**src/rtl/axi4_rd_master.sv**
```systemverilog
// AXI4 read-channel master: turns a one-shot user request into a single INCR
// burst on AR/R and hands each beat back to the user with a completion pulse.
module axi4_rd_master (
    input  logic        clk,
    input  logic        rst_n,
    input  logic        rd_start,
    input  logic [29:0] rd_addr,
    input  logic [7:0]  rd_len,
    output logic [63:0] rd_data,
    output logic        rd_done,
    output logic        rd_ready,
    output logic        m_axi_r_handshake,
    output logic [3:0]  m_axi_arid,
    output logic [29:0] m_axi_araddr,
    output logic [7:0]  m_axi_arlen,
    output logic [2:0]  m_axi_arsize,
    output logic [1:0]  m_axi_arburst,
    output logic        m_axi_arlock,
    output logic [3:0]  m_axi_arcache,
    output logic [2:0]  m_axi_arprot,
    output logic [3:0]  m_axi_arqos,
    output logic        m_axi_arvalid,
    input  logic        m_axi_arready,
    input  logic [63:0] m_axi_rdata,
    input  logic [1:0]  m_axi_rresp,
    input  logic        m_axi_rlast,
    input  logic        m_axi_rvalid,
    output logic        m_axi_rready
);

    typedef enum logic [1:0] {IDLE, ADDR, DATA, DONE} state_e;

    state_e      state_q, state_d;
    logic        rd_start_d1_q;
    logic [29:0] araddr_q, araddr_d;
    logic [7:0]  arlen_q, arlen_d;
    logic        start_pulse;
    logic        unused_rresp;

    assign start_pulse  = rd_start & ~rd_start_d1_q;
    assign unused_rresp = ^m_axi_rresp;

    // NOTE: sequential state uses non-blocking assignments so every register
    // samples the pre-edge values, independent of statement order.
    always_ff @(posedge clk or negedge rst_n) begin
        if (!rst_n) begin
            state_q       <= IDLE;
            rd_start_d1_q <= 1'b0;
            araddr_q      <= '0;
            arlen_q       <= '0;
        end else begin
            state_q       <= state_d;
            rd_start_d1_q <= rd_start;
            araddr_q      <= araddr_d;
            arlen_q       <= arlen_d;
        end
    end

    // NOTE: every signal gets a default before the case so no path leaves it
    // unassigned, which would otherwise infer a latch.
    always_comb begin
        state_d  = state_q;
        araddr_d = araddr_q;
        arlen_d  = arlen_q;
        case (state_q)
            IDLE: begin
                if (start_pulse) begin
                    araddr_d = rd_addr;
                    arlen_d  = rd_len;
                    state_d  = ADDR;
                end
            end
            ADDR: if (m_axi_arready) state_d = DATA;
            DATA: if (m_axi_rvalid && m_axi_rlast) state_d = DONE;
            DONE: state_d = IDLE;
            default: state_d = IDLE;
        endcase
    end

    // Handshake controls decode straight from the registered state, so arvalid
    // has no combinational dependency on arready.
    always_comb begin
        m_axi_arvalid = (state_q == ADDR);
        m_axi_rready  = (state_q == DATA);
        rd_done       = (state_q == DONE);
        rd_ready      = (state_q == IDLE);
    end

    assign m_axi_r_handshake = m_axi_rvalid & m_axi_rready;
    assign rd_data           = m_axi_rdata;

    assign m_axi_araddr  = araddr_q;
    assign m_axi_arlen   = arlen_q;
    assign m_axi_arid    = 4'd0;
    assign m_axi_arsize  = 3'b011;
    assign m_axi_arburst = 2'b01;
    assign m_axi_arlock  = 1'b0;
    assign m_axi_arcache = 4'b0010;
    assign m_axi_arprot  = 3'd0;
    assign m_axi_arqos   = 4'd0;

endmodule

```
**config.mk**
```make
export PLATFORM = sky130hd
export DESIGN_NAME = axi4_rd_master
export DESIGN_NICKNAME = d
export VERILOG_FILES = /design/src/rtl/axi4_rd_master.sv
export SDC_FILE = /design/constraint.sdc
export NUM_CORES = 1
export LEC_CHECK = 0
export ABC_AREA = 1
export CAP_MARGIN = 20
export CELL_PAD_IN_SITES_DETAIL_PLACEMENT = 1
export CELL_PAD_IN_SITES_GLOBAL_PLACEMENT = 1
export CORE_MARGIN = 10
export CORE_UTILIZATION = 19
export DETAILED_ROUTE_END_ITERATION = 12
export GPL_TIMING_DRIVEN = 0
export PLACE_DENSITY = 0.77
export SLEW_MARGIN = 10
export SYNTH_ARGS = -nofsm -noshare
export SYNTH_HDL_FRONTEND = slang
export SYNTH_SLANG_ARGS = --single-unit
```
**constraint.sdc**
```tcl
create_clock -name clk -period 1.45 [get_ports clk]
set_input_delay 0.29 -clock clk [delete_from_list [all_inputs] [get_ports clk]]
set_output_delay 0.29 -clock clk [all_outputs]
set_load 0.01 [all_outputs]
```
# Yosys cells after proc, flatten, opt, wreduce, memory -nomap -nowiden
# Index checks and enable logic that the tools add are counted.
[totals] in_bits=110 word_cells=21 ff_bits=41 output_inout_bits=128
[op_classes] eq_ne=6 mux=4 reduce_logical=4 n_bitwise=3
[op_table] cell="$pmux W2 S4" count=1
[op_table] cell="$mux W2" count=3
[op_table] cell="$ne A2 B1 Y1 const B" count=3
[op_table] cell="$eq A2 B2 Y1 const B" count=2
[op_table] cell="$reduce_and A3 Y1" count=1
[op_table] cell="$and A1 B1 Y1" count=2
[op_table] cell="$eq A2 B1 Y1 const B" count=1
[op_table] cell="$logic_not A2 Y1" count=1
[op_table] cell="$reduce_and A2 Y1" count=1
[op_table] cell="$logic_and A1 B1 Y1" count=1
[op_table] cell="$not A1 Y1" count=1

# Longest topological paths before layout
# Gate-level depths: netlist of run 1.
[depth] word_depth=4 depth_mapped=7 depth_no_buf=6

# Worst setup path after synthesis of run 1
# Ideal clock, no wire load.
[synth_timing] kind="reg-to-reg" startpoint="register state_q[0]" endpoint="register araddr_q[0], in the netlist m_axi_araddr[0]" n_path_buf=2 period_less_slack_ns=1.347 required_ns=1.320 setup_time_ns=0.130 path_stages_with_launch=8 setup_slack_ns=0.103 arrival_ns=1.217 path_cell_list="dfrtp_1 > inv_1 > ha_1 > nand3_2 > buf_6 > buf_6 > nand2_1 > o21ai_1"
[synth_via] elab_chain_cells=2
[synth_rtl] item="start: declaration" line="33" source="state_e state_q, state_d;"
[synth_rtl] item="start signal: assignment" line="52" source="state_q <= state_d;"
[synth_rtl] item="$logic_not A2 Y1"
[synth_rtl] item="via rd_ready" line="11" source="output logic rd_ready,"
[synth_rtl] item="$reduce_and A2 Y1 (no line)"
[synth_rtl] item="end signal: assignment" line="54" source="araddr_q <= araddr_d;"
[synth_rtl] item="end: declaration" line="35" source="logic [29:0] araddr_q, araddr_d;"
# The timed path passes the listed nets, and every way through them passes these cells.
# A chain may end at the register's enable or synchronous reset.

# Worst setup path after layout of run 1
[layout_timing] startpoint="register state_q[0]" endpoint="output m_axi_r_handshake"
[layout_via] elab_chain_cells=2
[layout_rtl] item="$eq A2 B2 Y1" line="84" source="m_axi_rready = (state_q == DATA);"
[layout_rtl] item="$and A1 B1 Y1" line="89" source="assign m_axi_r_handshake = m_axi_rvalid & m_axi_rready;"
[layout_rtl] item="end: declaration" line="12" source="output logic m_axi_r_handshake,"
# Every way passes these cells.

==> results of run 1 <==
[cells by family (layout without fill, tap and decap cells)]
family                   after synthesis  in the layout  synth area share
buffers and inverters                138            300             0.363
AND/OR/NAND/NOR                       53             53            0.0877
flip-flops                            41             41             0.426
AO/OA/AOI/OAI                         38             38            0.0944
adder cells (fa/ha/maj)                5              5            0.0259
other                                  2             21           0.00311
[cell usage after synthesis]
library cell  instances
nand3_2               1
o21ai_2              10
ha_1                  5
dfrtp_1              41
nand2_1              49
buf_2                 1
o21ai_0               6
buf_6                 5
inv_1                45
nand3_1               1
nand4_1               2
clkbuf_1              2
conb_1                2
o21ai_1              22
buf_4                85
[power by group]
group / internal, W / switching [W] / total, W
Combinational: 0.00144 / 0.00143 / 0.00287
Clock: 0.000616 / 0.000434 / 0.00105
Sequential: 0.00167 / 0.000281 / 0.00195
Total: 0.00373 / 0.00215 / 0.00587
[routing by layer]
layer	GRT usage	wire length, um
met1	0.0928	3270
met2	0.194	4900
met3	0.0587	1130
met4	0.0147	51
met5	0	0
[layout make-up]
type / instances / share of cell area
plain buffers: 93 / 0.163
multi-input cells: 117 / 0.142
clock inverters: 1 / 0.00115
flip-flops and latches: 41 / 0.235
well taps: 172 / 0.0493
clock buffers: 5 / 0.0287
inverters: 45 / 0.0387
repair buffers: 156 / 0.342
[sequential cells by signal, indices dropped and copies added (netlist names)]
name / count
state_q: 2
m_axi_araddr: 30
m_axi_arlen: 8
rd_start_d1_q: 1
[per-stage QoR]
stage / instance area (um2) / utilization / worst slack, ns / hold WS [ns]
2_1_floorplan: 2480 / - / 0.103 / -0.00559
5_1_grt: 4360 / 0.349 / -0.0499 / 0.498
3_3_place_gp: 4200 / 0.335 / -1.08 / 0.465
4_1_cts: 4340 / 0.347 / -0.0194 / 0.483
6_report: 4360 / 0.349 / 0.000126 / 0.477
3_5_place_dp: 4210 / 0.337 / -0.257 / 0.259
[what timing repair did]
item / in CTS / in global routing
resized for setup: 70 / 3
hold endpoints to repair: 16 / 0
buffers inserted: 2 / 2
hold buffers: 1 / 0
setup endpoints to repair: 73 / 9
pin swaps: 1 / 1
[how the worst max path moves through the flow]
stage	endpoint	start	cells after the start	slack, ns
2_1_floorplan	m_axi_araddr[0]	state_q[0]	7	0.10
3_3_place_gp	m_axi_araddr[19]	rst_n	1	-1.08
3_5_place_dp	m_axi_r_handshake	m_axi_rvalid	4	-0.26
4_1_cts	m_axi_r_handshake	state_q[0]	5	-0.02
5_1_grt	m_axi_r_handshake	state_q[0]	5	-0.05
6_report	m_axi_r_handshake	state_q[0]	5	0.0001
[worst max-delay path, delay by kind of cell, from the launching register on]
family,cells,cell delay (ns)
and+or+nand+nor,1,0.05
DFF,1,0.40
buffers and inverters,3,0.26
adders and majority gates,1,0.17
==> summary.md, run 1 <==
| Metric | Value |
|---|---|
| Status | `finished, final reports clean` |
| FMAX | `0.690 GHz` |
| Remaining DRCs | `0` |
| Core ar. | `12500 um2` |
| Final WL | `9350 um` |
| NumNets Final | `574` |
| Synth Instances | `277` |
| I/O Pins | `238` |
| Register area | `1030 um2` |
| Worst VDD drop | `0.000393 V` |
| Netlist cell types | `15` |
| Seq cells post-synth | `41` |
| Cts bufs inserted | `5` |
| Most frequent cells in the layout | `clkdlybuf4s50_1 (106), buf_4 (89), nand2_1 (48)` |
| Die height | `133 um` |
| Pre-Repair DR Iteration Count | `4` |
| Final Slew Violations | `0` |
| Most frequent CP cell | `inv_2` |
| Worst-case reg-to-reg path depth | `7` |
| Die W | `133 um` |
| RSZ-0062 raised after global routing | `yes` |
| Critical Path End Type | `output port` |
| Layout cells sized above 1 | `0.282` |
| Largest stage delay on the critical path | `0.40 ns` |
| Non-filler instance count after layout | `630` |
| Initial antenna violation count | `0` |
| Clk_lat worst skew | `0.28 ns` |
| Vias/cell | `3.59` |
| Final Critical Period | `1.45 ns` |
| CP Cell Sequence | `inv_2 -> ha_4 -> nand2_2 -> inv_2 -> buf_6` |
| Rows | `41` |
| Largest cells by area after synthesis | `dfrtp_1 (43%), buf_4 (26%), nand2_1 (7.6%)` |
| Clock Skews | `0.00285 ns` |
| Final Hold Viols | `0` |
| Highest-delay cell along the critical path | `dfrtp_1` |
| Final period utilization | `1.00` |
| Largest net degree at the start of global routing | `26` |
| Worst Path Max Fanout | `4` |
| MaxCap Viol Count | `0` |
| Input/output buffers | `150` |
| Antenna-violating nets left | `0` |
| GRT Util Overall | `0.102` |
| Min-Delay Path Depth | `2` |
| Critical path startpoint category | `flip-flop` |
| Multi-input combinational cell area | `618 um2` |
| Avg WL per Cell | `14.8 um` |
| Synth Area per Inst | `8.70 um2` |
| Most common cell after layout, fill and taps aside | `clkdlybuf4s50_1` |
| Number of fill cells | `1520` |
| Synth top area share | `0.426` |
| Final HPWL DP | `8120 um` |
| CTS tree | `done` |
| Clock root buffer | `clkbuf_16` |
| Clock-pin slew on the worst setup and hold paths | `0.06 ns` |
| Placer congestion estimate | `0.683` |
| 1st-iter DRT viols | `32` |
| Tightest Hold Check Type | `flip-flop to flip-flop` |
| Reg-to-reg slack, setup | `0.08 ns` |
| Final Setup Violations | `0` |
| Diode count | `0` |
| Initial Util | `0.193` |
| Syn-to-layout area delta | `81.0%` |
| WP data required | `1.16 ns` |
| First-pass GRT wire length | `14600 um` |
| Total die area | `17600 um2` |
| Worst Hold End | `m_axi_araddr[21]` |
| Post-synth top area cell | `dfrtp_1` |
| Global route overflow | `0` |
| Via total after detailed routing | `2262` |
| Clock Sinks | `41` |
| Vias in the first global route | `2642` |
| Worst Min Path Start | `m_axi_araddr[21]` |
| CP arrival | `1.16 ns` |
| Pwr Total | `0.00587 W` |
| LEAKAGE | `2.29 nW` |
| Inst Count DP | `619` |
| Worst reg2reg path endpoint | `m_axi_araddr[5]` |
| Htree depth | `2` |
| Pwr per Cell Area | `1350 nW/um2` |
| Max Buffers Root-to-Sink | `2` |
| FF-to-FF Start | `state_q[1]` |
| Setup tns final | `0 ns` |
| Synth warnings | `0` |
| Post-Syn Area | `2410 um2` |
| CP Class | `flip-flop to output port` |
| Register area share after synthesis | `0.426` |
(Power assumes the default switching activity.)
==> run 2, diff against run 1 <==
--- a/config.mk
+++ b/config.mk
@@ -9,10 +9,13 @@
 export CAP_MARGIN = 20
 export CELL_PAD_IN_SITES_DETAIL_PLACEMENT = 1
 export CELL_PAD_IN_SITES_GLOBAL_PLACEMENT = 1
+export CORE_ASPECT_RATIO = 1.25
 export CORE_MARGIN = 10
 export CORE_UTILIZATION = 19
+export CTS_CLUSTER_SIZE = 8
 export DETAILED_ROUTE_END_ITERATION = 12
 export GPL_TIMING_DRIVEN = 0
+export HOLD_SLACK_MARGIN = 0.03
 export PLACE_DENSITY = 0.77
 export SLEW_MARGIN = 10
 export SYNTH_ARGS = -nofsm -noshare
==> run 2 against run 1 <==
Power increased by 3.8%. Non-clock buffer count shrank 1. Final cell count fell by 1.1%. Critical endpoint is now rd_done. Worst setup slack improved by 0.021 ns. Via count up 2.1%. Routed wire length rose by 6.8%. Core utilization grew 0.94 points. First-iteration DRC count grew 13%.
==> summary.md, run 2 (synthesized netlist as in run 1, its figures left out) <==
| Metric | Value |
|---|---|
| Status | `finished, final reports clean` |
| Design area | `4390 um2` |
| Critical Path End Type | `output port` |
| CP Class | `flip-flop to output port` |
| Pwr Total | `0.00610 W` |
| Global route overflow | `0` |
| Critical path startpoint category | `flip-flop` |
| Max FFs per register | `30` |
| GRT Util Overall | `0.111` |
| 1st-iter DRT viols | `36` |
| Antenna-violating nets left | `0` |
| I/O Pins | `238` |
| Clock root buffer | `clkbuf_16` |
| Clock-pin slew on the worst setup and hold paths | `0.05 ns` |
| Final Slew Violations | `0` |
| RSZ-0062 raised after global routing | `yes` |
| Worst VDD drop | `0.000621 V` |
| Vias/cell | `3.71` |
| LEAKAGE | `2.31 nW` |
| FMAX | `0.700 GHz` |
| Final HPWL DP | `8830 um` |
| Clock Sinks | `41` |
| Non-filler instance count after layout | `623` |
| Worst Min Path Start | `m_axi_araddr[16]` |
| Min-Delay Path Depth | `2` |
| Avg WL per Cell | `16.0 um` |
| Syn-to-layout area delta | `82.3%` |
| Die height | `146 um` |
| Final Setup Violations | `0` |
| FF-to-FF Start | `state_q[1]` |
| Cts bufs inserted | `5` |
| Total die area | `17600 um2` |
| Input/output buffers | `150` |
| Core ar. | `12300 um2` |
| Uppermost layer routed | `met4` |
| First-pass GRT wire length | `15400 um` |
| CP arrival | `1.14 ns` |
| Worst-case reg-to-reg path depth | `7` |
| Number of fill cells | `1485` |
| Vias in the first global route | `2746` |
| Final period utilization | `0.985` |
| Worst Hold End | `m_axi_araddr[16]` |
| CTS tree | `done` |
| Via total after detailed routing | `2310` |
| Area after DPL | `4210 um2` |
| Final Critical Period | `1.43 ns` |
| Htree depth | `2` |
| Placer congestion estimate | `0.787` |
| Max Buffers Root-to-Sink | `2` |
| Least-Margin Pin Slew | `0.544 ns` |
| Inst Count DP | `611` |
| Tightest Hold Check Type | `flip-flop to flip-flop` |
| Pwr per Cell Area | `1390 nW/um2` |
| Final core utilization | `0.358` |
| Clk_lat worst skew | `0.28 ns` |
| WP data required | `1.16 ns` |
| Slew margin rel. | `0.637` |
| Diode count | `0` |
| Clock Skews | `0.00427 ns` |
| Layout cells sized above 1 | `0.279` |
| Most frequent cells in the layout | `clkdlybuf4s50_1 (106), buf_4 (88), nand2_1 (48)` |
| NumNets Final | `573` |
| Wire length on met2 | `5390 um` |
| Wire length on met1 | `3330 um` |
| Remaining DRCs | `0` |
| Initial Util | `0.196` |
| Rows | `45` |
| MaxCap Viol Count | `0` |
| Final WL | `9980 um` |
| Die W | `121 um` |
| Initial antenna violation count | `0` |
| Reg-to-reg slack, setup | `0.08 ns` |
| WL met3 | `1170 um` |
| Largest net degree at the start of global routing | `22` |
| Worst reg2reg path endpoint | `m_axi_araddr[26]` |
| Most common cell after layout, fill and taps aside | `clkdlybuf4s50_1` |
| Pre-Repair DR Iteration Count | `4` |
| Worst Path Max Fanout | `3` |
| Final Hold Viols | `0` |
-- run 2: cell count changes in the layout (fill, tap and decap cells not counted) --
cell / before / now
inv_2: 3 / 2
o21ai_0: 6 / 5
clkbuf_8: 0 / 1
buf_16: 0 / 1
buf_2: 6 / 7
o21ai_1: 22 / 23
clkbuf_1: 0 / 1
buf_6: 5 / 4
clkinv_2: 1 / 0
buf_4: 89 / 88
buf_8: 1 / 0
bufinv_16: 0 / 1
inv_1: 42 / 43
-- run 2: routing by layer --
metal  global-route usage  vias up
li1                     -     1079
met1                0.102     1078
met2                0.207      146
met3               0.0581        7
met4               0.0254        0
met5                    0        -
-- run 2: critical path, stage by stage, from the launching register on --
cell     delay, ns
dfrtp_1       0.39
buf_4         0.15
ha_1          0.18
buf_2         0.14
-- run 2: power breakdown --
group,switching (W),internal [W]
sequential,0.000282,0.00167
clock,0.000431,0.000860
combinational,0.00143,0.00142
-- run 2: worst max-delay path by stage --
stage / start / slack, ns / to
6_report: state_q[0] / 0.02 / rd_done
5_1_grt: state_q[0] / -0.04 / m_axi_r_handshake
4_1_cts: state_q[1] / 0.004 / m_axi_arvalid
3_5_place_dp: m_axi_rvalid / -0.26 / m_axi_r_handshake
3_3_place_gp: rst_n / -1.04 / state_q[0]
2_1_floorplan: state_q[0] / 0.10 / m_axi_araddr[0]
-- run 2: what timing repair did --
action                                 in CTS  in global routing
gates resized for setup                    68                  5
setup endpoints to repair                  76                 35
hold buffers                                1                  0
pin swaps                                   1                  0
endpoints found under the hold margin      20                  0
setup buffers                               3                  0
-- run 2: cell type report --
cell class | instances | area, um2 | share of cell area
multi-input cells | 117 | 618 | 0.141
clock buffers | 7 | 143 | 0.0325
inverters | 45 | 169 | 0.0384
clock inverters | 1 | 30.0 | 0.00683
repair buffers | 155 | 1480 | 0.338
well taps | 164 | 205 | 0.0467
plain buffers | 93 | 718 | 0.163
flip-flops and latches | 41 | 1030 | 0.234
-- run 2: per-stage QoR --
step	setup TNS, ns	hold WS (ns)	setup WS [ns]
6_report	0	0.480	0.0214
5_1_grt	-0.102	0.500	-0.0356
4_1_cts	0	0.485	0.00371
3_5_place_dp	-6.15	0.303	-0.263
3_3_place_gp	-46.65	0.466	-1.04
2_1_floorplan	0	-0.00559	0.103
==> run 3, diff against run 2 <==
--- a/config.mk
+++ b/config.mk
@@ -12,11 +12,11 @@
 export CORE_ASPECT_RATIO = 1.25
 export CORE_MARGIN = 10
 export CORE_UTILIZATION = 19
-export CTS_CLUSTER_SIZE = 8
+export CTS_CLUSTER_SIZE = 28
 export DETAILED_ROUTE_END_ITERATION = 12
 export GPL_TIMING_DRIVEN = 0
 export HOLD_SLACK_MARGIN = 0.03
-export PLACE_DENSITY = 0.77
+export PLACE_DENSITY = 0.81
 export SLEW_MARGIN = 10
 export SYNTH_ARGS = -nofsm -noshare
 export SYNTH_HDL_FRONTEND = slang
==> run 3 against run 2 <==
The run now ends with setup timing left. Sequential power is essentially flat. Cell area grew 0.11%. Highest routed layer unchanged. Critical endpoint is now m_axi_r_handshake. Final cell count grew 0.64%. Clock skew is essentially flat. Fmax shrank 1.7%. Sequential share of layout area is essentially flat. Clock power shrank 17%.
==> summary.md, run 3 (synthesized netlist as in run 1, its figures left out) <==
| Metric | Value |
|---|---|
| Final Hold Viols | `0` |
| Syn-to-layout area delta | `82.5%` |
| Final WS setup | `-0.00354 ns` |
| Layout cells sized above 1 | `0.285` |
| GRT Util Overall | `0.109` |
| RSZ-0062 raised after global routing | `yes` |
| Remaining DRCs | `0` |
| MaxCap Viol Count | `0` |
| Pwr Total | `0.00600 W` |
| Diode count | `0` |
| NumNets Final | `577` |
| CP Class | `flip-flop to output port` |
| 1st-iter DRT viols | `57` |
| Max Buffers Root-to-Sink | `2` |
| Worst VDD drop | `0.000453 V` |
| Critical path startpoint category | `flip-flop` |
| I/O Pins | `238` |
| Non-filler instance count after layout | `627` |
| CP arrival | `1.16 ns` |
| Most common cell after layout, fill and taps aside | `clkdlybuf4s50_1` |
| Highest-delay cell along the critical path | `dfrtp_1` |
| Critical Path End Type | `output port` |
| Status | `finished with violations` |
| FMAX | `0.688 GHz` |
| Final period utilization | `1.00` |
| Clock Sinks | `41` |
| Die height | `146 um` |
| Largest stage delay on the critical path | `0.41 ns` |
| Failing checks | `setup timing` |
| Input/output buffers | `150` |
| Vias in the first global route | `2703` |
| Clock root buffer | `clkbuf_16` |
| Number of fill cells | `1485` |
| Total die area | `17600 um2` |
| Avg WL per Cell | `15.9 um` |
| Rows | `45` |
| LEAKAGE | `2.31 nW` |
| Setup tns final | `-0.00354 ns` |
| Vias/cell | `3.71` |
| Most frequent CP cell | `inv_2` |
| CP Cell Sequence | `inv_2 -> ha_4 -> nand2_2 -> inv_2 -> buf_6` |
| Cts bufs inserted | `5` |
| Max FFs per register | `30` |
| Largest net degree at the start of global routing | `22` |
| Worst Path Max Fanout | `4` |
| Final Critical Period | `1.45 ns` |
| Htree depth | `2` |
| Final core utilization | `0.358` |
| Initial Util | `0.196` |
| Pre-CTS WS | `-0.276 ns` |
| Most frequent cells in the layout | `clkdlybuf4s50_1 (106), buf_4 (90), nand2_1 (48)` |
| Least-Margin Pin Slew | `0.547 ns` |
| Final HPWL DP | `8660 um` |
| Placer congestion estimate | `0.784` |
| Global route overflow | `0` |
| Final Slew Violations | `0` |
| Antenna-violating nets left | `0` |
| WP data required | `1.16 ns` |
| First-pass GRT wire length | `15200 um` |
| Clk_lat worst skew | `0.28 ns` |
| Clock-pin slew on the worst setup and hold paths | `0.06 ns` |
| Pwr per Cell Area | `1360 nW/um2` |
| Reg-to-reg slack, setup | `0.09 ns` |
| Final WL | `9940 um` |
| Tightest Hold Check Type | `flip-flop to flip-flop` |
| Via total after detailed routing | `2329` |
| Core ar. | `12300 um2` |
| Clock Skews | `0.00403 ns` |
| Pre-Repair DR Iteration Count | `4` |
| Die W | `121 um` |
| Initial antenna violation count | `0` |
| Final Setup Violations | `1` |
| CTS tree | `done` |
| Inst Count DP | `611` |
| Slew margin rel. | `0.635` |
-- run 3: final timing paths --
check | to | cells after the start | startpoint
max | m_axi_r_handshake | 5 | state_q[0]
min | m_axi_araddr[6] | 2 | m_axi_araddr[6]
max reg2reg | m_axi_araddr[18] | 7 | state_q[1]
min reg2reg | m_axi_araddr[6] | 2 | m_axi_araddr[6]
max in group asynchronous | state_q[1] | 3 | rst_n
min in group asynchronous | m_axi_araddr[26] | 2 | rst_n
-- run 3: final cells by class --
cell class,count,area (um2),area share
tap,164,205,0.0466
timing repair buffer,159,1530,0.347
multi-input combinational,117,616,0.140
inverter,45,171,0.0390
clock inverter,2,10.0,0.00228
clock buffer,6,129,0.0293
buffer,93,713,0.162
sequential,41,1030,0.234
-- run 3: power breakdown --
group | internal [W] | switching [W]
sequential | 0.00167 | 0.000303
combinational | 0.00150 | 0.00146
clock | 0.000632 | 0.000440
total | 0.00380 | 0.00220
-- run 3: timing repair --
action,CTS,global route
buffers inserted,3,4
pin swaps,1,2
endpoints found under the hold margin,20,0
endpoints found under the setup margin,73,27
resized for setup,70,6
hold buffers,1,0
-- run 3: per-layer routing --
metal	vias up	global-route usage	share of wire
met5	-	0	0
met4	0	0.0290	0.012
met3	10	0.0698	0.13
met2	143	0.197	0.53
met1	1085	0.0965	0.33
li1	1091	-	-
-- run 3: through the flow --
step / area [um2] / hold WS, ns
2_1_floorplan: 2480 / -0.00559
3_3_place_gp: 4190 / 0.466
3_5_place_dp: 4210 / 0.311
4_1_cts: 4350 / 0.479
5_1_grt: 4400 / 0.498
6_report: 4400 / 0.476
-- run 3: worst max-delay path, delay by kind of cell (launching register included) --
kind | cells | cell delay [ns]
simple gates | 1 | 0.05
fa+ha+maj | 1 | 0.16
flops | 1 | 0.41
buf+inv | 3 | 0.26
==> RTL change (flow settings as in run 2) <==
`araddr_q` no longer has a reset.
--- a/src/rtl/axi4_rd_master.sv
+++ b/src/rtl/axi4_rd_master.sv
@@ -47,12 +47,14 @@
             state_q       <= IDLE;
             rd_start_d1_q <= 1'b0;
-            araddr_q      <= '0;
             arlen_q       <= '0;
         end else begin
             state_q       <= state_d;
             rd_start_d1_q <= rd_start;
-            araddr_q      <= araddr_d;
             arlen_q       <= arlen_d;
         end
+    end
+
+    always_ff @(posedge clk) begin
+        araddr_q <= araddr_d;
     end
 
Check against the original RTL: not equivalent (Yosys sat finds a counterexample within 4 cycles, from zero or initial values and one cycle with rst_n low).
==> RTL change against run 2 <==
- the run now ends with setup timing left
- critical path depth stayed put
- power is 18% lower
- design area is 4.3% lower
- hold slack worse by 0.11 ns
- sequential cell count stayed put
- synthesized area is 14% lower
- clock power is 11% higher
- setup slack worse by 0.078 ns
- routed wire length is 6.2% lower
- critical path type unchanged
- largest cell class unchanged
==> RTL change: results (changes against run 2) <==
.. list-table::
   :header-rows: 1

   * - Metric
     - Value
   * - Synth cell count leaders
     - 85 x buf_4, 35 x nand2_1, 30 x edfxtp_1, 11 x dfrtp_1, 6 x inv_1
   * - Fillers
     - 1,191 (-20%)
   * - Length of routed met2 wiring
     - 4540 um (-16%)
   * - Violated checks
     - setup timing
   * - Sequential share of the synthesized area
     - 56.5% (+14 points)
   * - Met2 usage in global routing
     - 18.7% (-2.1 points)
   * - Count of flip-flops with a built-in enable after synthesis
     - 30 (+30)
   * - Global routing usage summed across all routing layers
     - 11.3% (+0.18 points)
   * - Layout Skew
     - 0.00365 ns (-0.000629 ns)
   * - Run status
     - finished, violations left
   * - Gate count of the mapped netlist
     - 180 (-35%)
   * - Kind of path behind the tightest hold check
     - in2async
   * - Cell Count Post-Placement
     - 481 (-21%)
   * - Multi-input combinational cell area
     - 355 sq um (-43%)
   * - Max layer used
     - met5
   * - WL/cell
     - 18.7 um (+17%)
   * - Cells taking the most area after synthesis
     - edfxtp_1 43%, buf_4 31%, dfrtp_1 13%
   * - Final-report setup violation count
     - 2 (+2)
   * - Total length of routed met3 wires
     - 1800 um (+54%)
   * - Slowest cell delay on critical path
     - 0.45 ns (+0.06 ns)
   * - Met3 usage in global routing
     - 8.85% (+3.0 points)
   * - Reg2Reg Depth
     - 5 (-2)
   * - Sequential logic power
     - 0.00166 W (-15%)
   * - Number of global-route vias before repair
     - 2,193 (-20%)
   * - Top fanout value on the critical path
     - 4 (+1)
   * - Number of library cell types mapped by synthesis
     - 12 (-3)
   * - Signal arrival time at the worst endpoint
     - 1.22 ns (+0.08 ns)
   * - Sum of net half-perimeters after detailed placement
     - 8030 um (-9.0%)
   * - Number of antenna violations at the first check in global routing
     - 1 (+1)
   * - Maximum number of pins on one net before global-route repair
     - 20 (-9.1%)
   * - Slack of the critical path
     - -0.0564 ns (-0.0778 ns)
   * - GP Congestion
     - 0.704 (-11%)
RTL change: changes by cell type after synthesis, moves of 2 or more:
cell	before	now
inv_1	45	6
o21ai_0	6	0
buf_6	5	0
o21ai_2	10	0
nand2_1	49	35
edfxtp_1	0	30
dfrtp_1	41	11
o21ai_1	22	0
clkbuf_1	2	0
RTL change: worst min path at each step:
stage	startpoint	endpoint	slack, ns	cells past startpoint
global placement	m_axi_arlen[0]$_DFFE_PN0P_	m_axi_arlen[0]$_DFFE_PN0P_	0.46	2
floorplan	rst_n	m_axi_arlen[0]$_DFFE_PN0P_	-0.006	0
finish	rst_n	m_axi_arlen[1]$_DFFE_PN0P_	0.37	1
detailed placement	m_axi_arlen[7]$_DFFE_PN0P_	m_axi_arlen[7]$_DFFE_PN0P_	0.48	2
global route	rst_n	rd_start_d1_q$_DFF_PN0_	0.42	1
CTS	rst_n	rd_start_d1_q$_DFF_PN0_	0.38	1
RTL change: what timing repair did:
action / 4_1_cts / 5_1_grt
endpoints found under the setup margin: 69 / 39
cloned: 2 / 1
buffers inserted: 6 / 2
pin swaps: 3 / 5
gates resized for setup: 61 / 26
RTL change: area by class of cell:
type	instances	area share (%)
Tap cell	132	3.93
Timing Repair Buffer	158	37.8
Clock buffer	5	2.98
Multi-Input combinational cell	65	8.45
Clock inverter	3	1.64
Buffer	85	15.2
Inverter	8	1.13
Timing Repair inverter	3	0.863
Sequential cell	41	28.0
RTL change: cells by family (layout without fill, tap and decap cells):
family                     Yosys count  count (layout)  share of synthesized area, %
DFF                                 41              41                          56.5
other                                2              21                         0.360
adders and majority gates            5               5                          3.00
buffers and inverters               93             262                          32.2
and+or+nand+nor                     39              39                          7.99
